## src/rtl/event_counter_bank_pkg.sv

```systemverilog
// Shared definitions for the event counter bank: default width, mode encodings,
// per-channel update decode and a select-width helper.
package event_counter_bank_pkg;

    localparam int COUNTER_WIDTH = 10;
    localparam int CNT_MODE_WRAP = 0;
    localparam int CNT_MODE_SAT  = 1;

    typedef enum logic [2:0] {
        OP_HOLD,
        OP_CLR,
        OP_LOAD,
        OP_INC,
        OP_DEC
    } ch_op_e;

    // Channel-select width; a single-channel bank still gets a 1-bit select.
    function automatic int sel_width(input int n);
        return (n > 1) ? $clog2(n) : 1;
    endfunction

endpackage

```

## src/rtl/event_counter_ch.sv

```systemverilog
// One up/down event counter channel: priority update, bound detection,
// sticky overflow/underflow flags and a registered one-cycle wrap pulse.
module event_counter_ch
    import event_counter_bank_pkg::*;
#(
    parameter int WIDTH    = COUNTER_WIDTH,
    parameter int SATURATE = CNT_MODE_WRAP
) (
    input  logic             CLK,
    input  logic             RST,
    input  logic             inc_i,
    input  logic             dec_i,
    input  logic             clr_i,
    input  logic             load_i,
    input  logic [WIDTH-1:0] load_val_i,
    input  logic             flag_clr_i,
    output logic [WIDTH-1:0] count_o,
    output logic             wrap_o,
    output logic             ovf_o,
    output logic             unf_o
);

    localparam logic [WIDTH-1:0] MAX_VAL = '1;

    logic [WIDTH-1:0] count_q, count_d;
    logic             wrap_q, wrap_d;
    logic             ovf_q, ovf_d;
    logic             unf_q, unf_d;
    ch_op_e           op;

    // Simultaneous inc and dec cancel out and fall through to hold.
    always_comb begin
        op = OP_HOLD;
        if (clr_i)
            op = OP_CLR;
        else if (load_i)
            op = OP_LOAD;
        else if (inc_i && !dec_i)
            op = OP_INC;
        else if (dec_i && !inc_i)
            op = OP_DEC;
    end

    always_comb begin
        count_d = count_q;
        wrap_d  = 1'b0;
        ovf_d   = ovf_q & ~flag_clr_i;
        unf_d   = unf_q & ~flag_clr_i;
        case (op)
            OP_CLR:  count_d = '0;
            OP_LOAD: count_d = load_val_i;
            OP_INC: begin
                if (count_q == MAX_VAL) begin
                    count_d = (SATURATE == CNT_MODE_SAT) ? MAX_VAL : '0;
                    wrap_d  = 1'b1;
                    ovf_d   = 1'b1;
                end else begin
                    count_d = count_q + 1'b1;
                end
            end
            OP_DEC: begin
                if (count_q == '0) begin
                    count_d = (SATURATE == CNT_MODE_SAT) ? '0 : MAX_VAL;
                    wrap_d  = 1'b1;
                    unf_d   = 1'b1;
                end else begin
                    count_d = count_q - 1'b1;
                end
            end
            default: ;
        endcase
    end

    always_ff @(posedge CLK or negedge RST) begin
        if (!RST) begin
            count_q <= '0;
            wrap_q  <= 1'b0;
            ovf_q   <= 1'b0;
            unf_q   <= 1'b0;
        end else begin
            count_q <= count_d;
            wrap_q  <= wrap_d;
            ovf_q   <= ovf_d;
            unf_q   <= unf_d;
        end
    end

    assign count_o = count_q;
    assign wrap_o  = wrap_q;
    assign ovf_o   = ovf_q;
    assign unf_o   = unf_q;

endmodule

```

## src/rtl/event_counter_bank.sv

```systemverilog
// Bank of NUM_CH independent event counters with load decode, a coherent
// all-channel snapshot register and per-channel threshold compare.
module event_counter_bank
    import event_counter_bank_pkg::*;
#(
    parameter int NUM_CH   = 4,
    parameter int WIDTH    = COUNTER_WIDTH,
    parameter int SATURATE = CNT_MODE_WRAP
) (
    input  logic                          CLK,
    input  logic                          RST,
    input  logic [NUM_CH-1:0]             inc_i,
    input  logic [NUM_CH-1:0]             dec_i,
    input  logic [NUM_CH-1:0]             clr_i,
    input  logic                          load_en_i,
    input  logic [sel_width(NUM_CH)-1:0]  load_ch_i,
    input  logic [WIDTH-1:0]              load_val_i,
    input  logic [WIDTH-1:0]              thresh_i,
    input  logic                          snap_i,
    input  logic [NUM_CH-1:0]             flag_clr_i,
    output logic [NUM_CH*WIDTH-1:0]       count_o,
    output logic [NUM_CH*WIDTH-1:0]       snap_o,
    output logic [NUM_CH-1:0]             thr_o,
    output logic [NUM_CH-1:0]             wrap_o,
    output logic [NUM_CH-1:0]             ovf_o,
    output logic [NUM_CH-1:0]             unf_o
);

    logic [NUM_CH-1:0]       load_sel;
    logic [NUM_CH*WIDTH-1:0] snap_q, snap_d;

    for (genvar gi = 0; gi < NUM_CH; gi++) begin : g_ch
        // Out-of-range channel numbers match no channel and are dropped.
        assign load_sel[gi] = load_en_i && (32'(load_ch_i) == 32'(gi));

        event_counter_ch #(
            .WIDTH    (WIDTH),
            .SATURATE (SATURATE)
        ) u_ch (
            .CLK        (CLK),
            .RST        (RST),
            .inc_i      (inc_i[gi]),
            .dec_i      (dec_i[gi]),
            .clr_i      (clr_i[gi]),
            .load_i     (load_sel[gi]),
            .load_val_i (load_val_i),
            .flag_clr_i (flag_clr_i[gi]),
            .count_o    (count_o[gi*WIDTH +: WIDTH]),
            .wrap_o     (wrap_o[gi]),
            .ovf_o      (ovf_o[gi]),
            .unf_o      (unf_o[gi])
        );

        assign thr_o[gi] = (count_o[gi*WIDTH +: WIDTH] >= thresh_i);
    end

    // Snapshot takes the counts visible this cycle, before this edge's update.
    always_comb begin
        snap_d = snap_q;
        if (snap_i)
            snap_d = count_o;
    end

    always_ff @(posedge CLK or negedge RST) begin
        if (!RST)
            snap_q <= '0;
        else
            snap_q <= snap_d;
    end

    assign snap_o = snap_q;

endmodule

```

## config.mk

```make
export PLATFORM = sky130hd
export DESIGN_NAME = event_counter_bank
export DESIGN_NICKNAME = d
export VERILOG_FILES = /design/src/rtl/event_counter_bank_pkg.sv /design/src/rtl/event_counter_ch.sv /design/src/rtl/event_counter_bank.sv
export SDC_FILE = /design/constraint.sdc
export NUM_CORES = 1
export LEC_CHECK = 0
export ABC_CLOCK_PERIOD_IN_PS = 2260
export CORE_MARGIN = 1
export CORE_UTILIZATION = 53
export CTS_BUF_LIST = sky130_fd_sc_hd__clkbuf_4 sky130_fd_sc_hd__clkbuf_8
export CTS_CLUSTER_DIAMETER = 150
export DETAILED_ROUTE_END_ITERATION = 7
export MAX_ROUTING_LAYER = met4
export PLACE_DENSITY = 0.93
export SLEW_MARGIN = 10
export SYNTH_ARGS = -nofsm -noshare
export SYNTH_HDL_FRONTEND = slang
export SYNTH_SLANG_ARGS = --single-unit
```

## constraint.sdc

```tcl
create_clock -name CLK -period 2.26 [get_ports CLK]
set_input_delay 0.226 -clock CLK [delete_from_list [all_inputs] [get_ports CLK]]
set_output_delay 0.226 -clock CLK [all_outputs]
set_load 0.005 [all_outputs]
```

# --- Yosys cells after proc, flatten, opt, wreduce, memory -nomap -nowiden ---
# Index checks and enable logic that the tools add are counted.
totals:
  regBits: 92
  latchBits: 0
  ramBits: 0
  mem_bits_ro: 0
  in_bits: 42
  out_inout_bits: 96
  elab_cells: 149
  memories: 0
classes:
  n_addsub: 8
  n_mul: 0
  n_div: 0
  n_lt_le_gt_ge: 4
  eq_ne: 23
  shifts: 0
  n_mux: 56
  bitwise: 12
  n_reduce_logical: 29
ops:
  columns: ["cell", "n"]
  rows:
  - ["10-bit case mux with 4 select lines", 4]
  - ["10-bit two-way mux", 8]
  - ["3-bit two-way mux", 16]
  - ["10-bit by 1-bit adder with 10-bit output (second input constant)", 4]
  - ["10-bit equality test (second input constant)", 4]
  - ["10-bit >= comparator", 4]
  - ["10-bit logical NOT", 4]
  - ["10-bit by 1-bit subtractor with 10-bit output (second input constant)", 4]
  - ["3-bit by 2-bit equality test with 1-bit output (second input constant)", 8]
  - ["1-bit two-way mux", 24]
  - ["4-bit nonzero test", 4]
  - ["3-bit by 1-bit equality test with 1-bit output (second input constant)", 4]
  - ["3-bit equality test (second input constant)", 4]
  - ["1-bit logical AND", 12]
  - ["1-bit bitwise AND", 8]
  - ["1-bit logical NOT", 8]
  - ["1-bit case mux with 2 select lines", 4]
  - ["2-bit equality test (second input constant)", 2]
  - ["1-bit NOT", 4]
  - ["2-bit by 1-bit equality test with 1-bit output (second input constant)", 1]
  - ["2-bit logical NOT", 1]

# --- Logic depth before layout (Yosys ltp) ---
# Gate-level depths: netlist of run 1.
depth:
  depth_word: 8
  mapped_depth: 8
  depth_no_buf: 7

# --- Hierarchy ---
# A second synthesis of run 1 with hierarchy kept.
hier_totals:
  cells_unflattened: 754
  area_unflattened_um2: 7088.0
by_module_without_submodules:
  columns: ["mod", "instances", "cells_per_inst", "area_each_um2", "seq_area_each_um2"]
  rows:
  - ["event_counter_ch", 4, 140, 1166.1, 325.3]
  - ["event_counter_bank", 1, 194, 2423.6, 1001.0]

# --- Worst setup path after synthesis of run 1 ---
# OpenSTA, ideal clock, no wires.
synth_path:
  kind: "reg2reg"
  startpoint: "reg g_ch[0].u_ch.count_q[0]"
  endpoint: "reg g_ch[0].u_ch.count_q[6]"
  setup_ns: 0.140
  arrival_time_ns: 1.773
  required_time_ns: 2.120
  path_slack_ns: 0.347
  path_stages_with_launch: 8
  n_path_buf: 0
  synth_period_minus_slack_ns: 1.913
  path_cell_list: "dfrtp_1 > inv_1 > ha_1 > or3b_1 > nor3_1 > xor2_1 > a222oi_1 > o211ai_1"
synth_via:
  elab_chain_len: 3
  word_cells_on_any_way: 7
  cone_classes: "add/sub (2); eq/ne (1); mux (3); reduce/logical (1)"
synth_lines:
  columns: ["item", "line", "text"]
  rows:
  - ["start: declaration", "event_counter_ch.sv:25", "logic [WIDTH-1:0] count_q, count_d;"]
  - ["start signal: assignment", "event_counter_ch.sv:81", "count_q <= count_d;"]
  - ["10-bit by 1-bit subtractor with 10-bit output, or another cell as far along", "event_counter_ch.sv:67", "count_d = count_q - 1'b1;"]
  - ["10-bit two-way mux, on equally long branches", "event_counter_ch.sv:62, event_counter_ch.sv:53", null]
  - ["10-bit case mux with 4 select lines *", "event_counter_ch.sv:49", "case (op)"]
# Mark *: on every way between the ends. The rest lies on a longest branch, timed or not.
# A chain may end at the register's enable or synchronous reset.

# --- Worst setup path after layout of run 1 ---
layout_path:
  startpoint: "in thresh_i[1]"
  endpoint: "out thr_o[0]"
layout_via:
  elab_chain_len: 1
layout_lines:
  columns: ["item", "line", "text"]
  rows:
  - ["start: declaration", "event_counter_bank.sv:18", "input logic [WIDTH-1:0] thresh_i,"]
  - ["10-bit >= comparator", "event_counter_bank.sv:54", "assign thr_o[gi] = (count_o[gi*WIDTH +: WIDTH] >= thresh_i);"]
  - ["end: declaration", "event_counter_bank.sv:23", "output logic [NUM_CH-1:0] thr_o,"]
# Every way passes these cells.

==> summary.md, run 1 <==
| Metric | Value |
|---|---|
| Max Cap Viol | `0` |
| Footprint of the multi-input gates | `0.00378 mm2` |
| Gpl congestion | `0.968` |
| Ys flop type | `dfrtp_1` |
| Failing checks | `DRC, setup timing` |
| Period utilization | `1.01` |
| Nets | `965` |
| Initial antenna violation count | `0` |
| Final worst slack | `-0.0218 ns` |
| Setup CP Type | `in -> out` |
| Most common cell after layout, fill and taps aside | `clkdlybuf4s50_1` |
| Clk slew on worst S/H paths | `0.09 ns` |
| Commonest cells after routing, fill and taps aside | `130 x clkdlybuf4s50_1, 91 x dfrtp_1, 82 x buf_4` |
| Root Buffer | `clkbuf_8` |
| Setup violators final | `1` |
| Static leakage | `0.00397 uW` |
| Syn-to-layout area delta | `35.1%` |
| Port Buf Inserts | `137` |
| Yosys top cell area share | `0.360` |
| Status | `complete, but fails checks` |
| Clock Tree Buf Depth | `2` |
| Diode count | `0` |
| Die area | `0.0125 mm2` |
| DIE WIDTH | `112 um` |
| Arrival time worst endpoint | `2.06 ns` |
| Maximum vdd drop | `0.488 mV` |
| Depth of the CTS H-tree | `3` |
| PwrDens | `789 mW/mm2` |
| Syn Nets | `785` |
| Wire per inst | `19.2 um` |
| Critical path data required time | `2.03 ns` |
| Synth area leaders | `dfrtp_1 36%, ha_1 9.8%, mux2_2 7.2%` |
| GRT Util Overall | `0.327` |
| Post-DR vias/cell | `6.28` |
| Mapped Cells | `693` |
| Crit end category | `output pin` |
| Sequential standard cell area | `0.00230 mm2` |
| Final Hold Fails | `0` |
| CP startpoint kind | `input port` |
| Yosys reg bits | `92` |
| Pin count of the biggest net entering global routing | `53` |
| Clk_lat worst skew | `0.38 ns` |
| CP Max Fanout | `4` |
| Initial core utilization | `0.553` |
| TritonCTS clock tree | `built` |
| Total grt overflow | `0` |
| IO Count | `138` |
| Final Critical Period | `2.28 ns` |
| CP max-delay cell | `clkdlybuf4s50_1` |
| DP HPWL | `14300 um` |
| Die Y-Extent | `112 um` |
| Placed Cells | `1003` |
| Total negative slack | `-0.0218 ns` |
| Average size of a mapped cell | `9.23 um2` |
| Ratio of cells with drive above 1 in the final layout | `0.204` |
| Slew @ Worst Pin | `1.23 ns` |
| Post-synthesis cell area | `0.00639 mm2` |
| Iteration-0 DRC Markers | `490` |
| Max Slew Vio Count | `0` |
| FMAX | `438 MHz` |
| Router iterations before antenna repair | `7` |
| Area after DPL | `0.00833 mm2` |
| Routed wire length | `19600 um` |
| Hold Path Class | `in -> async` |
| Slowest stage delay, CP | `0.46 ns` |
| Worst path cell trace | `clkdlybuf4s50_1 > inv_1 > ha_1 > o21ai_2 > a21oi_1 > a2111oi_1 > o31ai_1 > clkbuf_2` |
| CTS buffer count | `9` |
| Post-synthesis sequential area ratio | `0.360` |
| Post-Layout Inst Area | `0.00864 mm2` |
| Ys async rst share | `1.00` |
| Via count | `6415` |
| Setup WS pre-CTS | `-0.541 ns` |
| Slew HR | `0.177` |
| Largest area contributor in the netlist | `dfrtp_1` |
| Syn. warnings | `0` |
| ANT nets after route | `0` |
| Worst-case clock skew | `0.00695 ns` |
| Sink Count | `92` |
| Area of the core | `0.0116 mm2` |
| FILL cells | `817` |
| EDFF count, synth | `0` |
| Yosys cell types | `67` |
| First-pass GRT wire length | `30800 um` |
| # DRC | `11` |
| Non-Filler Instances | `1021` |
| Util after Layout | `0.747` |
| Rows | `39` |
| Number of global-route vias before repair | `6104` |
==> logic make-up after synthesis <==
| kind of cell | count (synthesis) | share of synthesized area |
|---|---|---|
| and+or+nand+nor | 215 | 0.180 |
| AOI/OAI and AO/OA | 172 | 0.185 |
| buffers and inverters | 92 | 0.0618 |
| DFF | 92 | 0.360 |
| adders and majority gates | 50 | 0.0978 |
| muxes | 41 | 0.0722 |
| xor gates and xnor gates | 31 | 0.0425 |
==> area by class of cell <==
cell class	instances	area share
Clock buffer	12	0.0177
Clock inverter	4	0.00840
Inverter	41	0.0178
Multi-Input combinational cell	509	0.438
Sequential cell	92	0.267
Tap cell	143	0.0207
Timing Repair Buffer	220	0.231
==> sequential cells by signal (all words and copies together) (netlist names) <==
| register | flops |
|---|---|
| g_ch.u_ch.unf_o | 4 |
| g_ch.u_ch.wrap_o | 4 |
| g_ch.u_ch.ovf_o | 4 |
| snap_o | 40 |
| g_ch.u_ch.count_o | 40 |
==> layer usage <==
layer	vias to the layer above	global-route usage	part of all wire
met1	3069	0.419	0.40
met4	0	0.155	0.040
met2	377	0.494	0.46
li1	2898	-	-
met3	71	0.0686	0.10
met5	-	-	0
==> worst max-delay path, delay by kind of cell <==
kind                       cells  cell delay (ns)
AOI/OAI and AO/OA              4             0.72
buffers and inverters          3             0.76
adders and majority gates      1             0.34
==> per-stage QoR <==
step | total power, uW | hold slack, ns
global placement | 5260 | 0.248
detailed placement | 5370 | 0.253
global route | 7200 | 0.430
floorplan | 3840 | -0.0696
CTS | 6710 | 0.390
finish | 6810 | 0.374
==> report_power, final <==
group / internal [uW] / switching [uW] / total, uW / leakage [uW]
registers: 1960 / 214 / 2170 / 0.00123
clock network: 677 / 616 / 1290 / 0.000113
logic: 1710 / 1630 / 3350 / 0.00263
total: 4350 / 2460 / 6810 / 0.00397
==> worst paths after layout <==
path	startpoint	end	slack [ns]	cells after the start
setup / recovery	thresh_i[1]	thr_o[0]	-0.02	8
hold / removal	RST	snap_o[26]$_DFFE_PN0P_	0.37	2
setup reg to reg	g_ch[0].u_ch.count_o[1]$_DFFE_PN0P_	g_ch[0].u_ch.count_o[6]$_DFFE_PN0P_	0.17	8
hold reg to reg	snap_o[16]$_DFFE_PN0P_	snap_o[16]$_DFFE_PN0P_	0.51	1
max in group asynchronous	RST	snap_o[10]$_DFFE_PN0P_	1.21	3
min in group CLK	flag_clr_i[2]	g_ch[2].u_ch.unf_o$_DFF_PN0_	0.42	2
==> synth_stat cells (all sizes together) (2+ instances only) <==
master and instances:
a32oi 6, a31oi 5, a2111oi 4, a22oi 11
o21ai 47, buf 21, xor2 20, o22ai 2
a221oi 10, xnor2 11, and4 3, o221ai 3
nor4 5, inv 41, nor2b 6, or3 5
nand2b 6, mux2 41, a21o 11, nor2 50
o211ai 10, a221o 2, nand4b 3, and3 10
nand4 11, nand3 29, clkbuf 30, or4b 4
and2 5, nor3 22, nand2 45, o31ai 9
nor4b 4, nor3b 3, dfrtp 92, o21a 5
o311ai 6, a21oi 24, o2111ai 4, a222oi 5
ha 50
==> timing repair <==
item	4_1_cts	5_1_grt
endpoints found under the hold margin	40	0
setup buffers	1	1
pin swaps	12	5
resized for setup	27	17
hold buffers	1	0
setup endpoints to repair	4	5
(Power assumes the default switching activity.)
==> run 2: changes to the inputs <==
CORE_UTILIZATION = 40   (was 53)
PLACE_DENSITY = 0.75   (was 0.93)
==> summary.md, run 2 (synthesis results as in run 1) <==
| Metric | Value |
|---|---|
| Setup CP Type | `reg -> out` |
| Router iterations before antenna repair | `5 (-2)` |
| DIE WIDTH | `128 um (+15%)` |
| Port Buf Inserts | `137 (unchanged)` |
| Gpl congestion | `0.941 (-2.9%)` |
| Most common cell after layout, fill and taps aside | `clkdlybuf4s50_1` |
| Crit end category | `output pin` |
| Wire per inst | `18.4 um (-4.2%)` |
| Sink Count | `92 (unchanged)` |
| Setup WS pre-CTS | `-0.413 ns (+0.127 ns)` |
| Sequential standard cell area | `0.00230 mm2 (about the same)` |
| Critical path data required time | `2.03 ns (about the same)` |
| Via count | `6230 (-2.9%)` |
| Clk slew on worst S/H paths | `0.09 ns (about the same)` |
| Footprint of the multi-input gates | `0.00386 mm2 (+2.2%)` |
| Commonest cells after routing, fill and taps aside | `129 x clkdlybuf4s50_1, 92 x dfrtp_1, 85 x buf_4` |
| GR Layer Usage met2 | `0.376 (-0.117)` |
| Nets | `969 (+0.41%)` |
| Period utilization | `0.980 (-0.0292)` |
| Ratio of cells with drive above 1 in the final layout | `0.210 (+0.00612)` |
| Placed Cells | `1076 (+7.3%)` |
| Worst Setup SP | `g_ch[3].u_ch.count_o[1]$_DFFE_PN0P_` |
| Final Hold Fails | `0 (unchanged)` |
| Total negative slack | `0 ns (+0.0218 ns)` |
| Worst-case clock skew | `0.00633 ns (-0.000617 ns)` |
| Static leakage | `0.00400 uW (+0.65%)` |
| Syn-to-layout area delta | `37.5%` |
| Slowest stage delay, CP | `0.41 ns (-0.05 ns)` |
| First-pass GRT wire length | `31100 um (+0.87%)` |
| Met3 Usage GRT | `0.0353 (-0.0332)` |
| Die area | `0.0165 mm2 (+32%)` |
| Int Power | `4220 uW (-3.0%)` |
| Slew @ Worst Pin | `1.05 ns (-0.177 ns)` |
| CP delay by family, top | `compound AO/OA/AOI/OAI gates` |
| Max Cap Viol | `0 (unchanged)` |
| Non-Filler Instances | `1092 (+7.0%)` |
| IO Count | `138 (unchanged)` |
| GRT Max-Usage Layer | `met2` |
| Levels on crit path | `6 (-2)` |
| Clock Tree Buf Depth | `2 (unchanged)` |
| CP max-delay cell | `dfrtp_1` |
| ANT nets after route | `0 (unchanged)` |
| PwrDens | `763 mW/mm2 (-3.3%)` |
| TritonCTS clock tree | `built` |
| Routed wire length | `20100 um (+2.4%)` |
| Root Buffer | `clkbuf_8` |
| DP HPWL | `14400 um (+0.59%)` |
| Die Y-Extent | `128 um (+15%)` |
| R2R cell count | `9 (+1)` |
| Worst path cell trace | `ha_1 > o21ai_4 > a21oi_2 > a2111oi_4 > o31ai_2 > clkbuf_2` |
| Post-DR vias/cell | `5.71 (-9.2%)` |
| Initial antenna violation count | `0 (unchanged)` |
| Comb power frac | `0.516 (+0.025)` |
| Max Slew Vio Count | `0 (unchanged)` |
| # DRC | `0 (-11)` |
| Depth of the CTS H-tree | `3 (unchanged)` |
| Sequential power share | `0.324 (+0.005)` |
| Pin count of the biggest net entering global routing | `49 (-7.5%)` |
| Rows | `45 (+15%)` |
| CP startpoint kind | `flip-flop` |
| Setup violators final | `0 (-1)` |
| Maximum vdd drop | `0.357 mV (-27%)` |
| Number of global-route vias before repair | `5893 (-3.5%)` |
| Clock share of power | `0.160 (-0.030)` |
| Area after DPL | `0.00845 mm2 (+1.5%)` |
| GRT Util Overall | `0.252 (-0.0747)` |
| Util after Layout | `0.570 (-0.177)` |
| Switching Share | `0.371 (+0.00882)` |
| Total grt overflow | `0 (unchanged)` |
| Clk_lat worst skew | `0.39 ns (about the same)` |
| Met1 usage | `0.346 (-0.0728)` |
| Switching power | `2480 uW (+0.79%)` |
| CP Max Fanout | `2 (-2)` |
| FMAX | `451 MHz (+3.0%)` |
| Diode count | `0 (unchanged)` |
| Final worst slack | `0.0441 ns (+0.0659 ns)` |
| Status | `finished clean` |
| CTS buffer count | `9 (unchanged)` |
| Hold Path Class | `in -> async` |
| FILL cells | `1413 (+73%)` |
| Post-Layout Inst Area | `0.00879 mm2 (+1.8%)` |
| Initial core utilization | `0.414 (-0.138)` |
| Sum of buffers and inverters on the critical path | `1 (-2)` |
| Arrival time worst endpoint | `1.99 ns (-0.07 ns)` |
| Final Critical Period | `2.22 ns (-0.0659 ns)` |
| Iteration-0 DRC Markers | `708 (+44%)` |
| RR Startpoint | `g_ch[0].u_ch.count_o[1]$_DFFE_PN0P_` |
| Area of the core | `0.0154 mm2 (+33%)` |
| Slew HR | `0.296 (+0.119)` |
[run 2: metal layers]
layer,part of all wire,up-vias
met5,0,-
met4,0.023,0
met3,0.067,26
met2,0.46,263
met1,0.45,3032
li1,-,2909
[run 2: worst paths after layout]
| check | slack [ns] | end |
|---|---|---|
| worst max-delay path | 0.04 | thr_o[3] |
| worst min-delay path | 0.40 | snap_o[27]$_DFFE_PN0P_ |
| worst max register to register | 0.14 | g_ch[0].u_ch.count_o[8]$_DFFE_PN0P_ |
| worst min register to register | 0.51 | snap_o[33]$_DFFE_PN0P_ |
| max in group asynchronous | 1.20 | g_ch[3].u_ch.wrap_o$_DFF_PN0_ |
| min in group CLK | 0.41 | snap_o[20]$_DFFE_PN0P_ |
[run 2: repair_timing]
| item | 4_1_cts | 5_1_grt |
|---|---|---|
| hold buffers | 1 | 0 |
| resized for setup | 29 | 24 |
| endpoints found under the hold margin | 46 | 0 |
| setup endpoints to repair | 4 | 5 |
| pin swaps | 9 | 10 |
| setup buffers | 1 | 1 |
[run 2: power by group through the flow]
stage          clock network, uW  logic, uW  registers (uW)
3_5_place_dp                   0       3240            2190
2_1_floorplan                  0       1580            2260
4_1_cts                     1100       3310            2160
6_report                    1080       3460            2170
5_1_grt                     1170       3770            2210
3_3_place_gp                   0       3210            2180
[run 2: worst reg2reg max path, cell delays in order (launching register included)]
cell,delay (ns)
dfrtp_1,0.41
buf_4,0.18
inv_1,0.09
ha_1,0.21
or3b_1,0.40
buf_4,0.16
nor2_1,0.08
a21oi_1,0.07
o31ai_1,0.24
o311ai_1,0.14
[run 2: area by class of cell]
type                    instances  share of cell area
clock buffers                  13              0.0189
clock inverters                 2             0.00114
inverters                      41              0.0175
multi-input cells             509               0.439
flip-flops and latches         92               0.262
well taps                     211              0.0300
repair buffers                224               0.231
[run 2: stage by stage]
| step | hold slack, ns | power [uW] |
|---|---|---|
| floorplan | -0.0696 | 3840 |
| global placement | 0.287 | 5380 |
| detailed placement | 0.289 | 5430 |
| CTS | 0.411 | 6580 |
| global route | 0.428 | 7150 |
| finish | 0.403 | 6700 |
